<file path="config.mk">
export PLATFORM = sky130hd
export DESIGN_NAME = control_sequencer
export DESIGN_NICKNAME = d
export VERILOG_FILES = /design/src/rtl/JZJCoreFTypes.sv /design/src/rtl/opcode_classifier.sv /design/src/rtl/control_sequencer.sv
export SDC_FILE = /design/constraint.sdc
export NUM_CORES = 1
export LEC_CHECK = 0
export BUFFER_PORTS_ARGS = -buffer_cell sky130_fd_sc_hd__buf_2
export CAP_MARGIN = 20
export CORE_MARGIN = 1.5
export CORE_UTILIZATION = 40
export CTS_CLUSTER_DIAMETER = 80
export DETAILED_ROUTE_END_ITERATION = 8
export GPL_TIMING_DRIVEN = 1
export PLACE_DENSITY = 0.61
export SLEW_MARGIN = 20
export SYNTH_ARGS = -nofsm -noshare
export SYNTH_HDL_FRONTEND = slang
export SYNTH_HIERARCHICAL = 1
export SYNTH_SLANG_ARGS = --single-unit
export TNS_END_PERCENT = 20
</file>
<file path="constraint.sdc">
create_clock -name clock -period 6.19 [get_ports clock]
set_clock_uncertainty 0.1 [all_clocks]
set_input_delay 0.619 -clock clock [delete_from_list [all_inputs] [get_ports clock]]
set_output_delay 0.619 -clock clock [all_outputs]
set_load 0.01 [all_outputs]
</file>
<file path="src/rtl/JZJCoreFTypes.sv">
// Shared types and RV32I opcode constants for the JZJCoreF datapath and its control sequencer.
package JZJCoreFTypes;

    typedef enum logic [2:0] {
        FETCH,
        EXECUTE,
        MEM_WAIT,
        WRITEBACK,
        HALT
    } controlState_t;

    typedef enum logic {
        PC_SEQ       = 1'b0,
        PC_BRANCHALU = 1'b1
    } pcSource_t;

    typedef enum logic {
        LUI   = 1'b0,
        AUIPC = 1'b1
    } immediateFormerMode_t;

    localparam logic [6:0] OPCODE_OP       = 7'b0110011;
    localparam logic [6:0] OPCODE_OP_IMM   = 7'b0010011;
    localparam logic [6:0] OPCODE_LUI      = 7'b0110111;
    localparam logic [6:0] OPCODE_AUIPC    = 7'b0010111;
    localparam logic [6:0] OPCODE_JAL      = 7'b1101111;
    localparam logic [6:0] OPCODE_JALR     = 7'b1100111;
    localparam logic [6:0] OPCODE_BRANCH   = 7'b1100011;
    localparam logic [6:0] OPCODE_STORE    = 7'b0100011;
    localparam logic [6:0] OPCODE_LOAD     = 7'b0000011;
    localparam logic [6:0] OPCODE_MISC_MEM = 7'b0001111;
    localparam logic [6:0] OPCODE_SYSTEM   = 7'b1110011;

    typedef struct packed {
        logic alu;
        logic aluImm;
        logic lui;
        logic auipc;
        logic jump;
        logic branch;
        logic load;
        logic store;
        logic fence;
        logic system;
        logic illegal;
    } opcodeClass_t;

endpackage

</file>
<file path="src/rtl/opcode_classifier.sv">
// Combinational opcode/funct3 decode into a one-hot instruction class.
module opcode_classifier
    import JZJCoreFTypes::*;
(
    input  logic [6:0]   opcode,
    input  logic [2:0]   funct3,
    output opcodeClass_t opClass
);

    always_comb begin
        opClass = '0;
        case (opcode)
            OPCODE_OP:       opClass.alu    = 1'b1;
            OPCODE_OP_IMM:   opClass.aluImm = 1'b1;
            OPCODE_LUI:      opClass.lui    = 1'b1;
            OPCODE_AUIPC:    opClass.auipc  = 1'b1;
            OPCODE_JAL:      opClass.jump   = 1'b1;
            OPCODE_JALR: begin
                if (funct3 == 3'b000) opClass.jump    = 1'b1;
                else                  opClass.illegal = 1'b1;
            end
            OPCODE_BRANCH:   opClass.branch = 1'b1;
            OPCODE_STORE:    opClass.store  = 1'b1;
            OPCODE_LOAD:     opClass.load   = 1'b1;
            OPCODE_MISC_MEM: opClass.fence  = 1'b1;
            OPCODE_SYSTEM:   opClass.system = 1'b1;
            default:         opClass.illegal = 1'b1;
        endcase
    end

endmodule

</file>
<file path="src/rtl/control_sequencer.sv">
// Multi-cycle control FSM: fetch, execute, memory wait, writeback and halt, with a retire counter.
module control_sequencer
    import JZJCoreFTypes::*;
#(
    parameter int unsigned MEM_LATENCY = 1
) (
    input  logic                 clock,
    input  logic                 reset,
    input  logic [6:0]           opcode,
    input  logic [2:0]           funct3,
    input  logic                 haltRequest,
    input  logic                 resume,
    output logic                 instructionFetchEnable,
    output logic                 pcWriteEnable,
    output pcSource_t            pcSource,
    output logic                 rdWriteEnable,
    output logic                 memoryOutputEnable,
    output logic                 aluOutputEnable,
    output logic                 immediateFormerOutputEnable,
    output logic                 branchALUOutputEnable,
    output logic                 memoryWriteEnable,
    output logic                 opImm,
    output immediateFormerMode_t immediateFormerMode,
    output logic                 halted,
    output logic                 illegalInstruction,
    output logic [31:0]          instructionsRetired
);

    localparam logic [3:0] WAIT_INIT = (MEM_LATENCY == 0) ? 4'd0 : 4'(MEM_LATENCY - 1);

    controlState_t state;
    logic [3:0]    waitCount;
    logic [31:0]   retiredCount;
    logic          illegalFlag;
    logic          skipHalt;
    logic          haltNow;
    opcodeClass_t  opClass;

    opcode_classifier classifier (
        .opcode  (opcode),
        .funct3  (funct3),
        .opClass (opClass)
    );

    // The first FETCH after a resume ignores haltRequest so one instruction always runs.
    assign haltNow = (state == FETCH) && haltRequest && !skipHalt;

    always_comb begin
        instructionFetchEnable      = 1'b0;
        pcWriteEnable               = 1'b0;
        pcSource                    = PC_SEQ;
        rdWriteEnable               = 1'b0;
        memoryOutputEnable          = 1'b0;
        aluOutputEnable             = 1'b0;
        immediateFormerOutputEnable = 1'b0;
        branchALUOutputEnable       = 1'b0;
        memoryWriteEnable           = 1'b0;
        opImm                       = 1'b0;
        immediateFormerMode         = LUI;
        halted                      = 1'b0;
        illegalInstruction          = 1'b0;
        instructionsRetired         = 32'd0;
        if (!reset) begin
            illegalInstruction  = illegalFlag;
            instructionsRetired = retiredCount;
            case (state)
                FETCH: instructionFetchEnable = !haltNow;
                EXECUTE: begin
                    if (opClass.alu || opClass.aluImm) begin
                        aluOutputEnable = 1'b1;
                        rdWriteEnable   = 1'b1;
                        pcWriteEnable   = 1'b1;
                        opImm           = opClass.aluImm;
                    end else if (opClass.lui || opClass.auipc) begin
                        immediateFormerOutputEnable = 1'b1;
                        immediateFormerMode         = opClass.auipc ? AUIPC : LUI;
                        rdWriteEnable               = 1'b1;
                        pcWriteEnable               = 1'b1;
                    end else if (opClass.jump) begin
                        branchALUOutputEnable = 1'b1;
                        rdWriteEnable         = 1'b1;
                        pcWriteEnable         = 1'b1;
                        pcSource              = PC_BRANCHALU;
                    end else if (opClass.branch) begin
                        pcWriteEnable = 1'b1;
                        pcSource      = PC_BRANCHALU;
                    end else if (opClass.store) begin
                        memoryWriteEnable = 1'b1;
                        pcWriteEnable     = 1'b1;
                    end else if (opClass.fence || opClass.system) begin
                        pcWriteEnable = 1'b1;
                    end
                end
                WRITEBACK: begin
                    memoryOutputEnable = 1'b1;
                    rdWriteEnable      = 1'b1;
                    pcWriteEnable      = 1'b1;
                end
                HALT:    halted = 1'b1;
                default: ;
            endcase
        end
    end

    always_ff @(posedge clock) begin
        if (reset) begin
            state        <= FETCH;
            waitCount    <= 4'd0;
            retiredCount <= 32'd0;
            illegalFlag  <= 1'b0;
            skipHalt     <= 1'b0;
        end else begin
            if (pcWriteEnable) retiredCount <= retiredCount + 32'd1;
            case (state)
                FETCH: begin
                    if (haltNow) begin
                        state <= HALT;
                    end else begin
                        state    <= EXECUTE;
                        skipHalt <= 1'b0;
                    end
                end
                EXECUTE: begin
                    if (opClass.load) begin
                        if (MEM_LATENCY == 0) begin
                            state <= WRITEBACK;
                        end else begin
                            state     <= MEM_WAIT;
                            waitCount <= WAIT_INIT;
                        end
                    end else if (opClass.system) begin
                        state <= HALT;
                    end else if (opClass.illegal) begin
                        illegalFlag <= 1'b1;
                        state       <= HALT;
                    end else begin
                        state <= FETCH;
                    end
                end
                MEM_WAIT: begin
                    if (waitCount == 4'd0) state <= WRITEBACK;
                    else                   waitCount <= waitCount - 4'd1;
                end
                WRITEBACK: state <= FETCH;
                HALT: begin
                    if (resume) begin
                        illegalFlag <= 1'b0;
                        skipHalt    <= 1'b1;
                        state       <= FETCH;
                    end
                end
                default: state <= FETCH;
            endcase
        end
    end

endmodule

</file>
==> run metrics, run 1 <==
worst skew pair latency=0.30 ns; initial antenna violation count=0; CTS tree=done; CTS buffer count=5; Synth top cells by count=nor2_1 (43), dfxtp_1 (41), nor2b_1 (35); Critical Path RT=5.47 ns; crit-path max FO=41; via count=2551; status=finished with violations; CTS clk-pin slew, worst paths=0.09 ns; synth top area cells=dfxtp_1 (30%), mux2_2 (8.3%), nor2b_1 (8.1%); CP delay by family, top=simple AND/OR/NAND/NOR gates; drc violations=2; PwrDens=185.8 nW/µm²; Mapped Cells=339; gr usage total=0.1789; DR iter-0 viols=106; num rows=29; pin count of the biggest net entering global routing=44; detailed-router iteration count before antenna repair=6; diode count=0; post-synthesis register bit count=41; Clock Sink Count=41; Min Clock Period, post-route=3.071 ns; cts hold-fix bufs=0; die area=7245 µm²; number of synthesis warnings=6; sequential cell area=820.8 µm²; Period Utilization, post-route=0.4961; Chip Height=85.12 µm; fmax=325.6 MHz; WL final=6.351 mm; Fin. Hold Viols=0; Worst VDD drop=0.0001373 V; WP buf/inv=3; syn_area_per_cell=7.957 µm²; register area share after synthesis=0.3043; RSZ-0062 raised after global routing=false; IO Port Bufs=58; Post-DP HPWL=4.551 mm; Nets=397; first-pass GRT wire length=10.70 mm; violated checks=design-rule violations; WL/cell=13.87 µm; layout cells sized above 1=0.2598; post-synth top area share=0.3043; H-Tree Level Count=2; critical path arrival=2.35 ns; Final Max Tran Viols=0; Mapped Nets=356; CP Cell Sequence=buf_2, nor2_1, nand3_1, nor4b_1, nor3_1, and4_1, buf_4, nor2_1, buf_2; initial core utilization=0.4200; clk root buf=clkbuf_8; GPL Wtd Cong=0.8841; Post-Place Cell Area=2983 µm²; number of global-route vias before repair=2285; area of the multi-input gates=1738 µm²; WS Path Type=in2out; design area=3120 µm²; post-synth top area cell=dfxtp_1; Syn Std Cell Area=2698 µm²; final setup fails=0; most common cell in the netlist=nor2_1; die width=85.12 µm; Post-synth EDFFs=0; peak per-stage delay on the critical path=0.40 ns; Worst Setup End Kind=output pin; Post CTS Setup Buffer Count=0; total congestion overflow=0; Worst slew margin=0.5026; P&R area growth vs syn=15.68%; Synth cell types=50; ys async rst share=0; via/cell ratio=5.570; maxcap violations=0; Core ar.=6422 µm²; I/O pin cnt=59; TNS Setup=0 ns; Pwr Total=579.9 µW; main flop type after synthesis=dfxtp_1; Clock Tree Buf Depth=2; fill cell count=647; post-route ant nets=0; LEAKAGE=0.001231 µW; # resized after CTS=0; Worst-Margin Slew=0.7462 ns; slowest CP cell=nor4b_1; Setup crit start kind=input pin; worst hold path type=reg2reg
## through the flow
step                      std cells  utilization  worst slack [ns]  hold slack (ns)
after floorplan                 339            -             3.519           0.3460
after global placement          450       0.4644             3.199           0.3738
after detailed placement        450       0.4644             3.139           0.3857
after CTS                       458       0.4859             3.140           0.4011
after global routing            458       0.4859             2.947           0.4242
final                           458       0.4859             3.119           0.3937
## power by group
group,switching [µW],total (µW),internal (µW)
Sequential,5.84,272,266
Clock,98.0,260,162
Combinational,30.8,47.6,16.8
Total,135,580,445
## metal layers
| metal | share of wire | up-vias | global-route usage |
|---|---|---|---|
| met5 | 0 | - | 0 |
| met4 | 0.0046 | 0 | 0.04471 |
| met3 | 0.034 | 2 | 0.02918 |
| met2 | 0.46 | 42 | 0.2785 |
| met1 | 0.50 | 1186 | 0.2576 |
| li1 | - | 1321 | - |
## cell usage in the layout, fill, tap and decap left out, drive strengths merged, types with 2 or more instances in the layout
cell and count:
o31ai 8, nor4 17, clkbuf 5, or2 3
nor2b 36, nor2 43, nand2 16, buf 60
nand2b 4, and2 4, dfxtp 41, nand4 12
nor3b 5, bufinv 2, or4 8, o21ai 7
and4 8, and3 2, a21oi 13, nor4b 7
or3 7, nand3b 2, nand3 13, nor3 14
ha 3, inv 7, mux2 23
## state kept, by name (all words and copies together) (netlist names)
signal        count
state             3
waitCount         4
illegalFlag       1
skipHalt          1
retiredCount     32
## layout make-up
cell class | instances | share of cell area
multi-input cells | 266 | 0.5569
flip-flops and latches | 41 | 0.2630
repair buffers | 60 | 0.09783
well taps | 77 | 0.03087
clock buffers | 5 | 0.02205
clock inverters | 3 | 0.02205
inverters | 6 | 0.007217
## worst min-delay path, delay by kind of cell (launching register included)
kind             cells  cell delay, ns
AND/OR/NAND/NOR      1            0.06
multiplexers         1            0.05
flip-flops           1            0.34
## worst paths after layout
check / startpoint / to / slack, ns / cells past startpoint
max: opcode[3] / pcWriteEnable / 3.12 / 9
max reg2reg: state[2]$_SDFFE_PP0P_ / retiredCount[23]$_SDFFE_PP0P_ / 3.75 / 4
min reg2reg: waitCount[2]$_SDFFE_PP0P_ / waitCount[2]$_SDFFE_PP0P_ / 0.39 / 2
min: waitCount[2]$_SDFFE_PP0P_ / waitCount[2]$_SDFFE_PP0P_ / 0.39 / 2
## cells by family after synthesis
group,share of synthesized area
simple gates,0.4476
flops,0.3043
compound gates,0.08303
fa+ha+maj,0.01392
mux,0.09972
buf+inv,0.05148
Note: power is estimated with default switching activity, not from simulation.
==> inputs of run 2 (changes only) <==
==> constraint.sdc (replaced) <==
create_clock -name clock -period 3 [get_ports clock]
set_clock_uncertainty 0.1 [all_clocks]
set_input_delay 0.3 -clock clock [delete_from_list [all_inputs] [get_ports clock]]
set_output_delay 0.3 -clock clock [all_outputs]
set_load 0.01 [all_outputs]
==> run 2 against run 1 <==
  * The flow still finishes with violations (design-rule violations)
  * Clock power rose by 67%
  * Setup slack lost 2.6 ns
  * Combinational power rose by 110%
  * Via count grew 1.7%
  * Non-clock buffer count up 4
  * Critical path depth fell by 4
  * Count of clock-buffer cells in the layout stayed put
  * Sequential share of layout area about the same
  * Die area did not move
  * Final cell count grew 0.66%
  * First-iteration DRC count up 40%
  * Global-route usage rose by 0.30 points
  * Critical endpoint is now immediateFormerOutputEnable
  * Largest cell class unchanged
==> run metrics, run 2 (synthesized netlist as in run 1, its figures left out) <==
flop-to-flop setup slack=0.58 ns (-3.17 ns); min-delay src=resume; placed insts=454 (+0.89%); Clock Sink Count=41 (unchanged); internal cell power=828.2 µW (+86%); crit-path max FO=18 (-56%); hold endpoint=skipHalt$_SDFFE_PP0P_; Post CTS Setup Buffer Count=0 (unchanged); Core ar.=6422 µm² (unchanged); num rows=29 (unchanged); maxcap violations=0 (unchanged); Worst Setup End Kind=output pin; post-route ant nets=0 (unchanged); pin count of the biggest net entering global routing=42 (-4.5%); number of global-route vias before repair=2342 (+2.5%); die area=7245 µm² (unchanged); total congestion overflow=0 (unchanged); Clock Power Share=0.395 (-0.054); Hold Path Cell Cnt=3 (+1); reg2reg end=retiredCount[28]$_SDFFE_PP0P_; most frequent cells in the layout=buf_2 (58), nor2_1 (43), dfxtp_1 (41), nor2b_1 (35), mux2_2 (20); Critical Path RT=2.60 ns (-2.87 ns); Non-Filler Instances=461 (+0.66%); Post-DP HPWL=4.686 mm (+3.0%); CTS tree=done; Worst slew margin=0.5947 (+0.09212); CTS clk-pin slew, worst paths=0.08 ns (about the same); Period Utilization, post-route=0.8330; CTS buffer count=5 (unchanged); TNS Setup=0 ns (unchanged); final setup fails=0 (unchanged); Comb pwr share=0.093 (+0.011); commonest non-fill, non-tap cell in the layout=buf_2; Chip Height=85.12 µm (unchanged); WP buf/inv=2 (-1); peak per-stage delay on the critical path=0.48 ns (+0.08 ns); WL final=6.524 mm (+2.7%); initial antenna violation count=0 (unchanged); layout cells sized above 1=0.2656 (+0.005782); PwrDens=351.7 nW/µm² (+89%); Fin. Hold Viols=0 (unchanged); max reg flops=32 (unchanged); initial core utilization=0.4200 (unchanged); CP delay by family, top=simple AND/OR/NAND/NOR gates; I/O pin cnt=59 (unchanged); Setup crit start=state[2]$_SDFFE_PP0P_; detailed-router iteration count before antenna repair=6 (unchanged); IO Port Bufs=58 (unchanged); clk root buf=clkbuf_8; top flop regs=retiredCount x32, waitCount x4, state x3; worst hold path type=in2reg; Setup crit start kind=flop; LEAKAGE=0.001236 µW (+0.43%); Worst-Margin Slew=0.6053 ns (-0.1408 ns); status=finished with violations; via/cell ratio=5.629 (+1.1%); hold_ws=0.2356 ns (-0.1582 ns); slowest CP cell=dfxtp_1; H-Tree Level Count=2 (unchanged); WL/cell=14.15 µm (+2.1%); sw power=267.8 µW (+99%); DR iter-0 viols=148 (+40%); gr usage total=0.1820 (+0.003023); fmax=400.2 MHz; RSZ-0062 raised after global routing=false; violated checks=design-rule violations; CP Cell Sequence=nand2b_1, buf_4, nor4b_1, nor2b_1, buf_2; first-pass GRT wire length=10.96 mm (+2.4%); Final Max Tran Viols=0 (unchanged); Worst Reg-to-Reg Cells=5 (+1); critical path arrival=2.10 ns (-0.25 ns); Worst R2R Start=retiredCount[0]$_SDFFE_PP0P_; Sw Share=0.2443 (+0.01223); diode count=0 (unchanged); P&R area growth vs syn=15.54%; Clock Tree Buf Depth=2 (unchanged); WS Path Type=reg2out; Min Clock Period, post-route=2.499 ns; die width=85.12 µm (unchanged); Nets=401 (+1.0%); Top reg by flops=retiredCount; worst skew pair latency=0.29 ns (about the same); cts hold-fix bufs=0 (unchanged); GPL Wtd Cong=0.8621 (-2.5%); Worst VDD drop=0.0002110 V (+54%); drc violations=2 (unchanged); via count=2595 (+1.7%); # resized after CTS=0 (unchanged); sequential share of power=0.512 (+0.043); Finished Core Util=0.4853 (-0.0005850)
==> run 2: worst max-delay path by stage <==
stage	endpoint	slack, ns	cells past startpoint
final	immediateFormerOutputEnable	0.50	5
after floorplan	retiredCount[31]$_SDFFE_PP0P_	0.67	9
after global routing	pcSource	0.26	6
after detailed placement	retiredCount[31]$_SDFFE_PP0P_	0.37	9
after CTS	immediateFormerOutputEnable	0.47	5
after global placement	retiredCount[31]$_SDFFE_PP0P_	0.45	9
==> run 2: layout make-up <==
type	count	area, µm²
Multi-Input combinational cell	266	1738
Timing Repair Buffer	64	335.3
Clock inverter	2	35.03
Clock buffer	5	68.82
Inverter	6	22.52
Tap cell	77	96.34
Sequential cell	41	820.8
Fill cell	624	3306
==> run 2: power groups by stage <==
| stage | sequential, µW | combinational (µW) | clock (µW) |
|---|---|---|---|
| 6_report | 561 | 102 | 433 |
| 5_1_grt | 563 | 113 | 468 |
| 4_1_cts | 561 | 102 | 445 |
| 3_5_place_dp | 574 | 102 | 0 |
| 3_3_place_gp | 574 | 100 | 0 |
| 2_1_floorplan | 564 | 82.2 | 0 |
==> run 2: tightest hold or removal path: stages <==
cell	delay [ns]
buf_2	0.11
a21oi_1	0.11
nor3_1	0.05
==> run 2: metal layers <==
metal	routed length, µm	GRT usage
met4	70	0.05067
met5	0	0
met1	3288	0.2593
met3	318	0.03405
met2	2846	0.2807
==> run 2: stage by stage <==
stage | cell area (µm²) | setup slack (ns) | power [µW]
6_report | 3117 | 0.5010 | 1096
2_1_floorplan | 2698 | 0.6744 | 646.0
4_1_cts | 3117 | 0.4655 | 1107
3_3_place_gp | 3013 | 0.4495 | 674.0
5_1_grt | 3117 | 0.2582 | 1144
3_5_place_dp | 3013 | 0.3654 | 675.6
==> inputs of run 3 (changes only) <==
--- a/config.mk
+++ b/config.mk
@@ -5,6 +5,7 @@
 export SDC_FILE = /design/constraint.sdc
 export NUM_CORES = 1
 export LEC_CHECK = 0
+export ABC_AREA = 1
 export BUFFER_PORTS_ARGS = -buffer_cell sky130_fd_sc_hd__buf_2
 export CAP_MARGIN = 20
 export CORE_MARGIN = 1.5
@@ -12,7 +13,7 @@
 export CTS_CLUSTER_DIAMETER = 80
 export DETAILED_ROUTE_END_ITERATION = 8
 export GPL_TIMING_DRIVEN = 1
-export PLACE_DENSITY = 0.61
+export PLACE_DENSITY = 0.62
 export SLEW_MARGIN = 20
 export SYNTH_ARGS = -nofsm -noshare
 export SYNTH_HDL_FRONTEND = slang
==> constraint.sdc (replaced) <==
create_clock -name clock -period 2.1 [get_ports clock]
set_clock_uncertainty 0.1 [all_clocks]
set_input_delay 0.21 -clock clock [delete_from_list [all_inputs] [get_ports clock]]
set_output_delay 0.21 -clock clock [all_outputs]
set_load 0.01 [all_outputs]
==> run 3 against run 2 <==
  * Worst hold slack got worse by 0.073 ns
  * Design area rose by 13%
  * Register-to-register slack got worse by 0.19 ns
  * Core utilization fell by 0.35 points
  * Sequential power rose by 43%
  * Highest routed layer unchanged
  * Die area rose by 12%
  * Global-route usage rose by 1.4 points
  * Wire length rose by 17%
  * The run now ends clean
==> run metrics, run 3 <==
status=finished clean; CP endpoint=pcWriteEnable; post-route ant nets=0 (unchanged); Post-synth EDFFs=0 (unchanged); register area share after synthesis=0.2697 (-0.03453); area of the multi-input gates=1842 µm² (+6.0%); WS Path Type=in2out; post-synth top area cell=dfxtp_1; most frequent cells in the layout=nand2_1 (149), nor2_1 (119), inv_1 (67), buf_2 (58), dfxtp_1 (41); Post-Place Cell Area=3410 µm² (+13%); Worst Reg-to-Reg Cells=9 (+4); internal cell power=1151 µW (+39%); gr usage total=0.1963 (+0.01436); Final Max Tran Viols=0 (unchanged); die width=90.22 µm (+6.0%); diode count=0 (unchanged); synth top area cells=dfxtp_1 (27%), nand2_1 (18%), nor2_1 (15%); Worst slew margin=0.6589 (+0.06425); Synth cell types=34 (-32%); detailed-router iteration count before antenna repair=4 (-2); LEAKAGE=0.001570 µW (+27%); Worst Setup End Kind=output pin; Clock Sink Count=41 (unchanged); worst hold path type=in2reg; Clock Power Share=0.372 (-0.023); fmax=512.3 MHz; PwrDens=451.0 nW/µm² (+28%); max reg flops=32 (unchanged); Worst-Margin Slew=0.5110 ns (-0.09429 ns); Hold Path Cell Cnt=2 (-1); via count=3247 (+25%); Nets=607 (+51%); die area=8140 µm² (+12%); pin count of the biggest net entering global routing=44 (+4.8%); DR iter-0 viols=173 (+17%); post-synthesis register bit count=41 (unchanged); Post CTS Setup Buffer Count=0 (unchanged); final setup fails=0 (unchanged); number of global-route vias before repair=3012 (+29%); RSZ-0062 raised after global routing=false; I/O pin cnt=59 (unchanged); Post-DP HPWL=5.964 mm (+27%); Finished Core Util=0.4818 (-0.003479); most common cell in the netlist=nand2_1; CTS buffer count=5 (unchanged); via/cell ratio=4.706 (-16%); fill cell count=842 (+35%); Min Clock Period, post-route=1.952 ns; WL/cell=11.07 µm (-22%); initial antenna violation count=0 (unchanged); total congestion overflow=0 (unchanged); Mapped Cells=534 (+58%); num rows=31 (+6.9%); ys async rst share=0 (unchanged); sequential cell area=820.8 µm² (unchanged); P&R area growth vs syn=15.46% (about the same); main flop type after synthesis=dfxtp_1; Worst VDD drop=0.0002052 V (-2.8%); TNS Setup=0 ns (unchanged); maxcap violations=0 (unchanged); WL final=7.635 mm (+17%); CTS tree=done; Period Utilization, post-route=0.9295; GPL Wtd Cong=0.8697 (+0.88%); Setup crit start kind=input pin; Syn Std Cell Area=3043 µm² (+13%); top flop regs=retiredCount x32, waitCount x4, state x3; crit-path max FO=31 (+13); syn_area_per_cell=5.698 µm² (-28%); sw power=433.5 µW (+62%); sequential share of power=0.507 (-0.005); commonest non-fill, non-tap cell in the layout=nand2_1; IO Port Bufs=58 (unchanged); Comb pwr share=0.122 (+0.029); Mapped Nets=551 (+55%); initial core utilization=0.4173 (-0.002731); Worst R2R Start=retiredCount[0]$_SDFFE_PP0P_; worst skew pair latency=0.30 ns (about the same); Core ar.=7292 µm² (+14%); Setup crit start=opcode[3]; design area=3513 µm² (+13%); layout cells sized above 1=0.1895 (-0.07612); Chip Height=90.22 µm (+6.0%); Clock Tree Buf Depth=2 (unchanged); Fin. Hold Viols=0 (unchanged); H-Tree Level Count=2 (unchanged); critical path arrival=1.64 ns (-0.46 ns); flop-to-flop setup slack=0.39 ns (-0.19 ns); CTS clk-pin slew, worst paths=0.08 ns (about the same); first-pass GRT wire length=13.41 mm (+22%); clk root buf=clkbuf_8; post-synth top area share=0.2697 (-0.03453); Top reg by flops=retiredCount; reg2reg end=retiredCount[22]$_SDFFE_PP0P_; Critical Path RT=1.79 ns (-0.81 ns); number of synthesis warnings=6 (unchanged); Synth top cells by count=nand2_1 (149), nor2_1 (119), inv_1 (67); drc violations=0 (-2); Sw Share=0.2735 (+0.02921)
-- run 3: changes by cell type after synthesis, moves of 9 or more --
cell / before / now
clkbuf_1: 13 / 3
inv_2: 0 / 11
a21oi_1: 13 / 27
nor2b_1: 35 / 0
nor4_1: 15 / 0
nor2_1: 43 / 119
mux2_2: 20 / 0
nand2_2: 0 / 9
nand3_1: 13 / 29
nand2_1: 16 / 149
inv_1: 6 / 67
-- run 3: final cells by class --
type	instances	share of cell area
inverters	80	0.08689
clock inverters	1	0.001425
repair buffers	62	0.09117
clock buffers	7	0.02742
multi-input cells	400	0.5242
flip-flops and latches	41	0.2336
well taps	99	0.03526
-- run 3: critical path: stages --
cell and delay, ns:
buf_2 0.12, inv_2 0.05, nand2_1 0.04, nor2_1 0.16, nand2_1 0.10, o21ai_1 0.19, inv_2 0.07, nand2_1 0.07
nor2_1 0.06, nand3_2 0.10, nand2_4 0.08, inv_6 0.20, buf_2 0.18
-- run 3: stage by stage --
stage | hold slack (ns) | instances | setup slack [ns] | total power, µW
floorplan | 0.3299 | 534 | 0.3954 | 957.6
finish | 0.1627 | 690 | 0.1479 | 1585
global route | 0.1781 | 690 | 0.02136 | 1655
global placement | 0.3551 | 682 | 0.09944 | 1007
detailed placement | 0.3554 | 682 | 0.07778 | 1014
CTS | 0.1534 | 690 | 0.07453 | 1599
-- run 3: routing by layer --
layer	GRT usage	up-vias	part of all wire
li1	-	1749	-
met1	0.2741	1420	0.51
met2	0.3112	66	0.42
met3	0.02876	12	0.044
met4	0.05952	0	0.017
met5	0	-	0
-- run 3: worst min path at each step --
stage	to	from	slack (ns)
after CTS	state[0]$_SDFFE_PP0P_	haltRequest	0.15
final	illegalFlag$_SDFFE_PP0P_	reset	0.16
after global routing	state[1]$_SDFFE_PP0P_	reset	0.18
after detailed placement	waitCount[0]$_SDFFE_PP0P_	waitCount[0]$_SDFFE_PP0P_	0.36
after global placement	waitCount[0]$_SDFFE_PP0P_	waitCount[0]$_SDFFE_PP0P_	0.36
after floorplan	waitCount[0]$_SDFFE_PP0P_	waitCount[0]$_SDFFE_PP0P_	0.33
-- run 3: cell families after synthesis --
kind of cell / Yosys count / share of synthesized area
xor+xnor: 8 / 0.02303
flops: 41 / 0.2697
fa+ha+maj: 3 / 0.01234
simple gates: 346 / 0.4942
compound gates: 43 / 0.07566
buf+inv: 93 / 0.1250
-- run 3: power by group through the flow --
stage | sequential [µW] | clock, µW | combinational [µW]
2_1_floorplan | 819 | 0 | 139
3_3_place_gp | 820 | 0 | 187
3_5_place_dp | 821 | 0 | 193
4_1_cts | 802 | 603 | 194
5_1_grt | 805 | 632 | 218
6_report | 803 | 589 | 193
-- run 3: repair_timing --
action | 4_1_cts | 5_1_grt
setup endpoints to repair | 0 | 1
hold buffers | 0 | 0
gates resized for setup | 0 | 1
